==> src/rtl/clock_timekeeper_pkg.sv <==
// Shared definitions for the HH:MM:SS timekeeper: setup FSM states,
// BCD field limits, one-hot field codes and the 24h -> 12h hour mapping.
package clock_timekeeper_pkg;

    typedef enum logic [1:0] {
        ST_NORMAL   = 2'd0,
        ST_SET_SEC  = 2'd1,
        ST_SET_MIN  = 2'd2,
        ST_SET_HOUR = 2'd3
    } state_e;

    localparam logic [7:0] SEC_MAX  = 8'h59;
    localparam logic [7:0] MIN_MAX  = 8'h59;
    localparam logic [7:0] HOUR_MAX = 8'h23;

    localparam logic [2:0] FIELD_NONE = 3'b000;
    localparam logic [2:0] FIELD_SEC  = 3'b001;
    localparam logic [2:0] FIELD_MIN  = 3'b010;
    localparam logic [2:0] FIELD_HOUR = 3'b100;

    // Maps a BCD hour 00..23 to {pm, hh} in 12-hour form, leading zero kept.
    function automatic logic [8:0] hour_to_12h(input logic [7:0] hour_bcd);
        logic [3:0] ones;
        logic [8:0] result;
        ones = hour_bcd[3:0];
        if (hour_bcd == 8'h00)      result = {1'b0, 8'h12};
        else if (hour_bcd < 8'h12)  result = {1'b0, hour_bcd};
        else if (hour_bcd == 8'h12) result = {1'b1, 8'h12};
        else if (hour_bcd < 8'h20)  result = {1'b1, 4'h0, ones - 4'd2};  // 13..19 -> 01..07
        else if (hour_bcd < 8'h22)  result = {1'b1, 4'h0, ones + 4'd8};  // 20..21 -> 08..09
        else                        result = {1'b1, 4'h1, ones - 4'd2};  // 22..23 -> 10..11
        return result;
    endfunction

endpackage

==> src/rtl/bcd_mod_counter.sv <==
// Two-digit BCD counter wrapping at MAX_BCD. i_inc counts up and reports a
// carry on wrap; i_set_up/i_set_down step the value with wrap but no carry.
module bcd_mod_counter #(
    parameter logic [7:0] MAX_BCD = 8'h59
) (
    input  logic       i_clk,
    input  logic       i_rst,
    input  logic       i_inc,
    input  logic       i_set_up,
    input  logic       i_set_down,
    output logic [7:0] o_value,
    output logic       o_carry
);

    logic [7:0] r_value;
    logic [7:0] w_next;
    logic [7:0] w_plus_one;
    logic [7:0] w_minus_one;
    logic [3:0] w_tens;
    logic [3:0] w_ones;

    assign w_tens = r_value[7:4];
    assign w_ones = r_value[3:0];

    // Digit-wise BCD neighbours of the current value, wrapping at the field limits.
    always_comb begin
        // NOTE: every signal written here gets a default first so no latch is inferred.
        w_plus_one  = r_value;
        w_minus_one = r_value;
        if (r_value == MAX_BCD)  w_plus_one = 8'h00;
        else if (w_ones == 4'd9) w_plus_one = {w_tens + 4'd1, 4'd0};
        else                     w_plus_one = {w_tens, w_ones + 4'd1};
        if (r_value == 8'h00)    w_minus_one = MAX_BCD;
        else if (w_ones == 4'd0) w_minus_one = {w_tens - 4'd1, 4'd9};
        else                     w_minus_one = {w_tens, w_ones - 4'd1};
    end

    // Selects the next value; up and down together cancel.
    always_comb begin
        w_next = r_value;
        if (i_inc)                         w_next = w_plus_one;
        else if (i_set_up && !i_set_down)  w_next = w_plus_one;
        else if (i_set_down && !i_set_up)  w_next = w_minus_one;
    end

    // Value register.
    always_ff @(posedge i_clk or posedge i_rst) begin
        // NOTE: state registers use non-blocking assignment so all flops update together.
        if (i_rst) r_value <= 8'h00;
        else       r_value <= w_next;
    end

    assign o_value = r_value;
    assign o_carry = i_inc && (r_value == MAX_BCD);

endmodule

==> src/rtl/clock_timekeeper.sv <==
// HH:MM:SS timekeeper on a single clock: 1 Hz prescaler, setup FSM,
// three chained BCD counters, 12/24-hour mapping and registered outputs.
module clock_timekeeper
    import clock_timekeeper_pkg::*;
#(
    parameter int CLK_FREQ_HZ = 50_000_000,
    parameter int PRESCALE_W  = 26
) (
    input  logic        CLOCK_50,
    input  logic        reset,
    input  logic        change_mode,
    input  logic        up,
    input  logic        down,
    input  logic        mode_12h,
    output logic [23:0] time_bcd,
    output logic        pm,
    output logic        normal_state,
    output logic [2:0]  set_field,
    output logic        blink,
    output logic        tick_1hz,
    output logic        TC
);

    localparam logic [PRESCALE_W-1:0] PRESC_LAST = PRESCALE_W'(CLK_FREQ_HZ - 1);
    localparam logic [PRESCALE_W-1:0] PRESC_HALF = PRESCALE_W'(CLK_FREQ_HZ / 2);

    state_e                r_state;
    state_e                w_state_next;
    logic [PRESCALE_W-1:0] r_presc;
    logic                  w_tick;
    logic                  w_adj_up;
    logic                  w_adj_down;
    logic [2:0]            w_sel;
    logic                  w_inc_sec;
    logic                  w_sec_carry;
    logic                  w_min_carry;
    logic                  w_day_roll;
    logic [7:0]            w_sec;
    logic [7:0]            w_min;
    logic [7:0]            w_hour;
    logic [8:0]            w_hour_12;
    logic [23:0]           r_time_bcd;
    logic                  r_pm;
    logic                  r_tick;
    logic                  r_roll_d;
    logic                  r_tc;

    assign w_tick = (r_presc == PRESC_LAST);

    // Prescaler: free-running in every state, restarted when setup completes.
    always_ff @(posedge CLOCK_50 or posedge reset) begin
        if (reset)                                        r_presc <= '0;
        else if (r_state == ST_SET_HOUR && change_mode)   r_presc <= '0;
        else if (w_tick)                                  r_presc <= '0;
        else                                              r_presc <= r_presc + PRESCALE_W'(1);
    end

    // Setup FSM state register.
    always_ff @(posedge CLOCK_50 or posedge reset) begin
        if (reset) r_state <= ST_NORMAL;
        else       r_state <= w_state_next;
    end

    // Next state and selected field; change_mode takes priority over up/down.
    always_comb begin
        w_state_next = r_state;
        w_sel        = FIELD_NONE;
        case (r_state)
            ST_NORMAL: begin
                if (change_mode) w_state_next = ST_SET_SEC;
            end
            ST_SET_SEC: begin
                w_sel = FIELD_SEC;
                if (change_mode) w_state_next = ST_SET_MIN;
            end
            ST_SET_MIN: begin
                w_sel = FIELD_MIN;
                if (change_mode) w_state_next = ST_SET_HOUR;
            end
            ST_SET_HOUR: begin
                w_sel = FIELD_HOUR;
                if (change_mode) w_state_next = ST_NORMAL;
            end
            default: w_state_next = ST_NORMAL;
        endcase
    end

    assign w_adj_up   = up && !down && !change_mode;
    assign w_adj_down = down && !up && !change_mode;
    assign w_inc_sec  = (r_state == ST_NORMAL) && w_tick;

    bcd_mod_counter #(.MAX_BCD(SEC_MAX)) u_sec (
        .i_clk      (CLOCK_50),
        .i_rst      (reset),
        .i_inc      (w_inc_sec),
        .i_set_up   (w_sel[0] && w_adj_up),
        .i_set_down (w_sel[0] && w_adj_down),
        .o_value    (w_sec),
        .o_carry    (w_sec_carry)
    );

    bcd_mod_counter #(.MAX_BCD(MIN_MAX)) u_min (
        .i_clk      (CLOCK_50),
        .i_rst      (reset),
        .i_inc      (w_sec_carry),
        .i_set_up   (w_sel[1] && w_adj_up),
        .i_set_down (w_sel[1] && w_adj_down),
        .o_value    (w_min),
        .o_carry    (w_min_carry)
    );

    bcd_mod_counter #(.MAX_BCD(HOUR_MAX)) u_hour (
        .i_clk      (CLOCK_50),
        .i_rst      (reset),
        .i_inc      (w_min_carry),
        .i_set_up   (w_sel[2] && w_adj_up),
        .i_set_down (w_sel[2] && w_adj_down),
        .o_value    (w_hour),
        .o_carry    (w_day_roll)
    );

    assign w_hour_12 = hour_to_12h(w_hour);

    // Output registers: display one cycle behind the counters; TC delayed twice
    // so it lines up with the first 00:00:00 on time_bcd.
    always_ff @(posedge CLOCK_50 or posedge reset) begin
        if (reset) begin
            r_time_bcd <= 24'h0;
            r_pm       <= 1'b0;
            r_tick     <= 1'b0;
            r_roll_d   <= 1'b0;
            r_tc       <= 1'b0;
        end else begin
            if (mode_12h) begin
                r_time_bcd <= {w_hour_12[7:0], w_min, w_sec};
                r_pm       <= w_hour_12[8];
            end else begin
                r_time_bcd <= {w_hour, w_min, w_sec};
                r_pm       <= 1'b0;
            end
            r_tick   <= w_tick;
            r_roll_d <= w_day_roll;
            r_tc     <= r_roll_d;
        end
    end

    assign time_bcd     = r_time_bcd;
    assign pm           = r_pm;
    assign tick_1hz     = r_tick;
    assign TC           = r_tc;
    assign normal_state = (r_state != ST_NORMAL);
    assign set_field    = w_sel;
    assign blink        = (r_state != ST_NORMAL) && (r_presc < PRESC_HALF);

endmodule

==> config.mk <==
export PLATFORM = sky130hd
export DESIGN_NAME = clock_timekeeper
export DESIGN_NICKNAME = d
export VERILOG_FILES = /design/src/rtl/clock_timekeeper_pkg.sv /design/src/rtl/bcd_mod_counter.sv /design/src/rtl/clock_timekeeper.sv
export SDC_FILE = /design/constraint.sdc
export NUM_CORES = 1
export LEC_CHECK = 0
export ABC_AREA = 1
export CAP_MARGIN = 40
export CORE_UTILIZATION = 45
export CTS_CLUSTER_DIAMETER = 40
export DETAILED_ROUTE_END_ITERATION = 12
export PLACE_DENSITY = 0.72
export SLEW_MARGIN = 20
export SYNTH_ARGS = -nofsm -noshare
export SYNTH_HDL_FRONTEND = slang
export SYNTH_SLANG_ARGS = --single-unit
==> constraint.sdc <==
create_clock -name CLOCK_50 -period 2.7 [get_ports CLOCK_50]
set_input_delay 0.27 -clock CLOCK_50 [delete_from_list [all_inputs] [get_ports CLOCK_50]]
set_output_delay 0.27 -clock CLOCK_50 [all_outputs]
set_load 0.02 [all_outputs]
==> metrics, run 1 <==
NumNets Final=roughly 820; die height=111 um; Fin Clk Skew=just under 0.008 ns; Power Dens Cells=~960 nW/um^2; number of I/O pins=38; largest net degree at the start of global routing=33; Worst Hold Class=input port to async pin; first-pass GRT wire length=20,800 um; CP arrival=around 2.2 ns; antenna cells=0; max_slew headroom=0.561; Post-CTS Hold Buffers=0; vias in the first global route=4,563; gpl congestion=about 0.9; #FFs+latches synth=80; multiplexer share of the synthesized area=0; die width=between 100 and 150 um; RSZ-0062 raised after global routing=false; worst slew pin tran=0.653 ns; DRC=0; Die Area=roughly 12,000 sq um; Post-CTS Setup Bufs=0; Worst path slowest cell=clkdlybuf4s50_1; placement row count=39; Cells after Synth=739; first-iteration detailed-routing DRC count=~420; status=finished clean; Synth Area in XOR/XNOR=0.0377; Slew Viols, Final=0; YS warnings=0; grt ovf=0; Seq/Total Area, Yosys=0.375; count of cell types in the netlist=42; Min Clock Period, post-route=2.49 ns; Worst VDD drop=approximately 640 uV; Clock Tree Root=clkbuf_16; Post-Syn Area=5340 sq um; PostCTS Resize Cnt=0; total clock buffers created by CTS=9; Mapped Nets=a little under 800; Synth Area per Inst=between 7 and 8 sq um; Detail Route Antenna Nets=0; Tcrit/Tclk final=0.923; CP required=between 2 and 2.5 ns; Pwr Total=5920 uW; main combinational cell family by area after synthesis=simple AND/OR/NAND/NOR gates; fmax=between 400 and 500 MHz; worst-path maximum fanout=6; CORE AREA=11,500 sq um; Adder-Cell Fraction of Synth Area=0.0750; Worst-Skew Late Latency=roughly 0.34 ns; CP startpoint kind=register; dpl hpwl=approximately 9000 um; Final Hold Violating Endpoints=0; initial antenna violation count=0; H-tree depth=3; final WL=between 10,000 and 15,000 um; vias per cell=between 5 and 6; CP cell instances=inv_1, ha_1, inv_2, nand3_1, a21oi_1, clkdlybuf4s50_1; Final setup violation count=0; total number of vias=between 4,000 and 5,000; Setup TNS=0 ns; clock sink count=80; fill cell count=1,073; Crit. End Element=output port; routed len/inst=approximately 13 um; MaxCap Viol Count=0; Initial Util=0.465; fraction of layout instances using a drive strength above 1=0.0700; port bufs=37; Clock Path Buffers=2; critical path class=register to output port; drt pass-1 iters=5; Total GRT Usage=0.205; Max stage delay on crit path=~0.62 ns; Synth Area in Compound Gates=0.0750; clk slew on worst S/H paths=around 0.060 ns; area grow syn2layout=15.0%; CTS tree=built; simple logic cell fraction of the synthesized area=0.365; P_leak=0.00301 uW
logic make-up (layout without fill, tap and decap cells):
group           after synthesis  after routing
compound gates               74             74
xor+xnor                     23             23
buf+inv                      98            145
fa+ha+maj                    32             32
simple gates                432            432
flops                        80             80
area by class of cell:
| cell class | count | area (sq um) | share of cell area |
|---|---|---|---|
| Tap cell | 143 | 179 | 0.0291 |
| Clock buffer | 13 | 250 | 0.0408 |
| Sequential cell | 80 | 2000 | 0.326 |
| Multi-Input combinational cell | 561 | 2950 | 0.481 |
| Timing Repair Buffer | 43 | 415 | 0.0677 |
| Clock inverter | 3 | 17.5 | 0.00285 |
| Inverter | 86 | 324 | 0.0528 |
worst paths after layout:
path / to / start / depth (start not counted) / slack, ns
worst min-delay path: u_hour.o_value[5] / reset / 2 / 0.29
worst max register to register: u_min.o_value[2] / r_state[0] / 12 / 0.49
min in group CLOCK_50: TC / r_roll_d / 0 / 0.36
worst min register to register: TC / r_roll_d / 0 / 0.36
max in group asynchronous: r_presc[14] / reset / 3 / 1.72
worst max-delay path: blink / r_state[0] / 6 / 0.21
metal layers:
layer,global-route usage,share of wire,up-vias
li1,-,-,2458
met1,0.273,0.48,2246
met5,0,0,-
met4,0.0747,0.017,0
met3,0.0388,0.035,15
met2,0.334,0.47,99
report_power, final:
part,switching (uW),total [uW],internal (uW)
clock,475,1120,646
sequential,421,2000,1580
combinational,1690,2800,1110
through the flow:
stage,setup slack [ns],cell area (sq um),hold WS [ns],instances,util
detailed placement,0.404,5870,0.348,913,0.512
finish,0.208,6140,0.289,929,0.535
floorplan,0.378,5340,0.331,739,-
CTS,0.183,6140,0.300,929,0.535
global route,0.0790,6140,0.344,929,0.535
global placement,0.452,5870,0.343,913,0.512
Yosys cell counts, drive strengths merged:
cell type	n	area share
dfrtp	80	0.38
a31oi	2	0.0023
xnor2	5	0.0082
a21oi	17	0.016
o21ai	46	0.044
nor3b	4	0.0056
nor4b	1	0.0016
ha	32	0.075
o2111ai	1	0.0016
inv	83	0.058
and2	1	0.0012
nand4	16	0.022
or2	2	0.0023
o41ai	1	0.0016
buf	6	0.0073
and3	1	0.0012
xor2	18	0.030
nor2	83	0.068
o21a	1	0.0014
clkbuf	6	0.0045
nand2	233	0.17
o211ai	3	0.0042
nand3	70	0.072
o221ai	1	0.0016
nor3	20	0.021
nor4	1	0.0012
clkinv	3	0.0021
o22ai	2	0.0023
state kept, by name, summed over array words and instances, names as in the netlist:
| signal | cells |
|---|---|
| u_min.o_value | 8 |
| time_bcd | 24 |
| r_roll_d | 1 |
| TC | 1 |
| tick_1hz | 1 |
| u_hour.o_value | 8 |
| r_state | 2 |
| r_presc | 26 |
| pm | 1 |
| u_sec.o_value | 8 |
worst max-delay path: cells and delay by family (launching register included):
| kind | cells | cell delay, ns |
|---|---|---|
| flops | 1 | 0.43 |
| fa+ha+maj | 1 | 0.33 |
| simple gates | 1 | 0.10 |
| buf+inv | 3 | 0.89 |
| compound gates | 1 | 0.15 |
cells in the final DEF (no fill, tap or decap), types with 4 or more instances in the layout:
cell type,n
nand3_2,4
buf_4,6
o21ai_0,40
clkbuf_16,9
nand4_1,15
ha_1,32
inv_1,74
nor3b_1,4
nor2_1,74
nand2_1,225
inv_2,8
dfrtp_1,80
nand3_1,65
xor2_1,18
nand2_2,6
nor2_4,6
xnor2_1,5
nor3_1,19
o21ai_1,5
a21oi_1,17
clkdlybuf4s50_1,37
Note: power is estimated with default switching activity, not from simulation.
==> run 2: changes to the inputs <==
--- a/config.mk
+++ b/config.mk
@@ -11,6 +11,7 @@
 export CTS_CLUSTER_DIAMETER = 40
 export DETAILED_ROUTE_END_ITERATION = 12
 export PLACE_DENSITY = 0.72
+export SKIP_LAST_GASP = 1
 export SLEW_MARGIN = 20
 export SYNTH_ARGS = -nofsm -noshare
 export SYNTH_HDL_FRONTEND = slang
==> constraint.sdc (replaced) <==
create_clock -name CLOCK_50 -period 2.75 [get_ports CLOCK_50]
set_input_delay 0.275 -clock CLOCK_50 [delete_from_list [all_inputs] [get_ports CLOCK_50]]
set_output_delay 0.275 -clock CLOCK_50 [all_outputs]
set_load 0.02 [all_outputs]
==> run 2 against run 1 <==
  * Sequential power barely moved
  * Wire length is 0.84% higher
  * Hold slack worse by 0.019 ns
  * Highest routed layer unchanged
==> metrics, run 2 (synthesis results as in run 1) <==
largest net degree at the start of global routing=32; MaxCap Viol Count=0; Worst R2R Path Depth=12; commonest cells after routing, fill and taps aside=nand2_1 (225), dfrtp_1 (80), inv_1 (74), nor2_1 (74), nand3_1 (65); RSZ-0062 raised after global routing=false; Post-CTS Hold Buffers=0; die height=111 um; Post-CTS Setup Bufs=0; Total GRT Usage=0.206; port bufs=37; design area=6160 sq um; worst slew pin tran=0.627 ns; Crit Reg-Reg Startpoint=r_state[0]; Fin Clk Skew=slightly above 0.007 ns; max reg flops=26; Detail Route Antenna Nets=0; DRC=0; area grow syn2layout=15.4%; Clock Tree Root=clkbuf_16; CTS tree=built; P_leak=about 0.0030 uW; fraction of layout instances using a drive strength above 1=0.0738; Power Dens Cells=between 900 and 1000 nW/um^2; hold_ws=roughly 0.27 ns; dpl hpwl=between 9000 and 10,000 um; CP required=about 2.5 ns; first-iteration detailed-routing DRC count=~360; gpl congestion=~0.9; clock sink count=80; Crit. End Element=output port; Final setup violation count=0; H-tree depth=3; first-pass GRT wire length=around 21,000 um; fmax=about 390 MHz; Pwr Total=5920 uW; placement row count=39; total clock buffers created by CTS=9; Top reg by flops=r_presc; antenna cells=0; Tcrit/Tclk final=0.931; status=finished clean; worst-path maximum fanout=6; Worst-Skew Late Latency=between 0.3 and 0.4 ns; Die Area=between 10,000 and 15,000 sq um; worst reg-to-reg setup slack=between 0.4 and 0.5 ns; number of I/O pins=38; Clock Path Buffers=2; NumNets Final=between 800 and 900; CORE AREA=about 11,000 sq um; Place WS=0.460 ns; CP arrival=around 2.3 ns; FF-to-FF End=u_min.o_value[0]; PostCTS Resize Cnt=0; max_slew headroom=0.579; Slew Viols, Final=0; Min Clock Period, post-route=2.56 ns; Worst Hold Class=input port to async pin; initial antenna violation count=0; worst setup margin=0.189 ns; total number of vias=4,891; commonest non-fill, non-tap cell in the layout=nand2_1; clk slew on worst S/H paths=0.06 ns; die width=roughly 110 um; vias per cell=5.26; critical path class=register to output port; vias in the first global route=4,503; drt pass-1 iters=5; routed len/inst=between 10 and 15 um; CP startpoint kind=register; Final Hold Violating Endpoints=0; Worst VDD drop=606 uV; grt ovf=0; Setup TNS=0 ns; final WL=12,100 um; area of placed instances=roughly 5900 sq um; Initial Util=0.465
## run 2: per-stage QoR
stage	std cells	utilization
finish	929	0.537
global route	929	0.537
CTS	929	0.537
detailed placement	913	0.512
global placement	913	0.512
floorplan	739	-
## run 2: layout make-up
type	instances	area, sq um
timing repair buffer	43	415
fill	1063	5310
multi-input combinational	561	2950
clock inverter	7	62.6
tap	143	179
clock buffer	9	225
sequential	80	2000
inverter	86	324
## run 2: metal layers
layer	global-route usage	up-vias	share of wire
met5	0	-	0
li1	-	2464	-
met1	0.271	2292	0.47
met3	0.0317	23	0.033
met2	0.334	112	0.47
met4	0.0969	0	0.025
## run 2: critical path, stage by stage, from the launching register on
cell             delay, ns
dfrtp_1               0.43
inv_1                 0.13
ha_1                  0.33
inv_2                 0.15
nand3_1               0.10
a21oi_1               0.16
clkdlybuf4s50_1       0.63
## run 2: power by group
part	switching, uW	leakage (uW)	total, uW	internal, uW
clock	500	0.000145	1190	694
sequential	419	0.000982	1970	1550
combinational	1660	0.00190	2750	1090
total	2580	0.00303	5920	3340
## run 2: how the worst max path moves through the flow
| stage | startpoint | to | slack [ns] | depth (start not counted) |
|---|---|---|---|---|
| after floorplan | reset | TC | 0.42 | 1 |
| after global placement | change_mode | u_min.o_value[2] | 0.50 | 12 |
| after detailed placement | change_mode | u_min.o_value[2] | 0.46 | 12 |
| after CTS | r_state[0] | blink | 0.21 | 6 |
| after global routing | r_state[0] | blink | 0.1 | 6 |
| final | r_state[0] | blink | 0.19 | 6 |
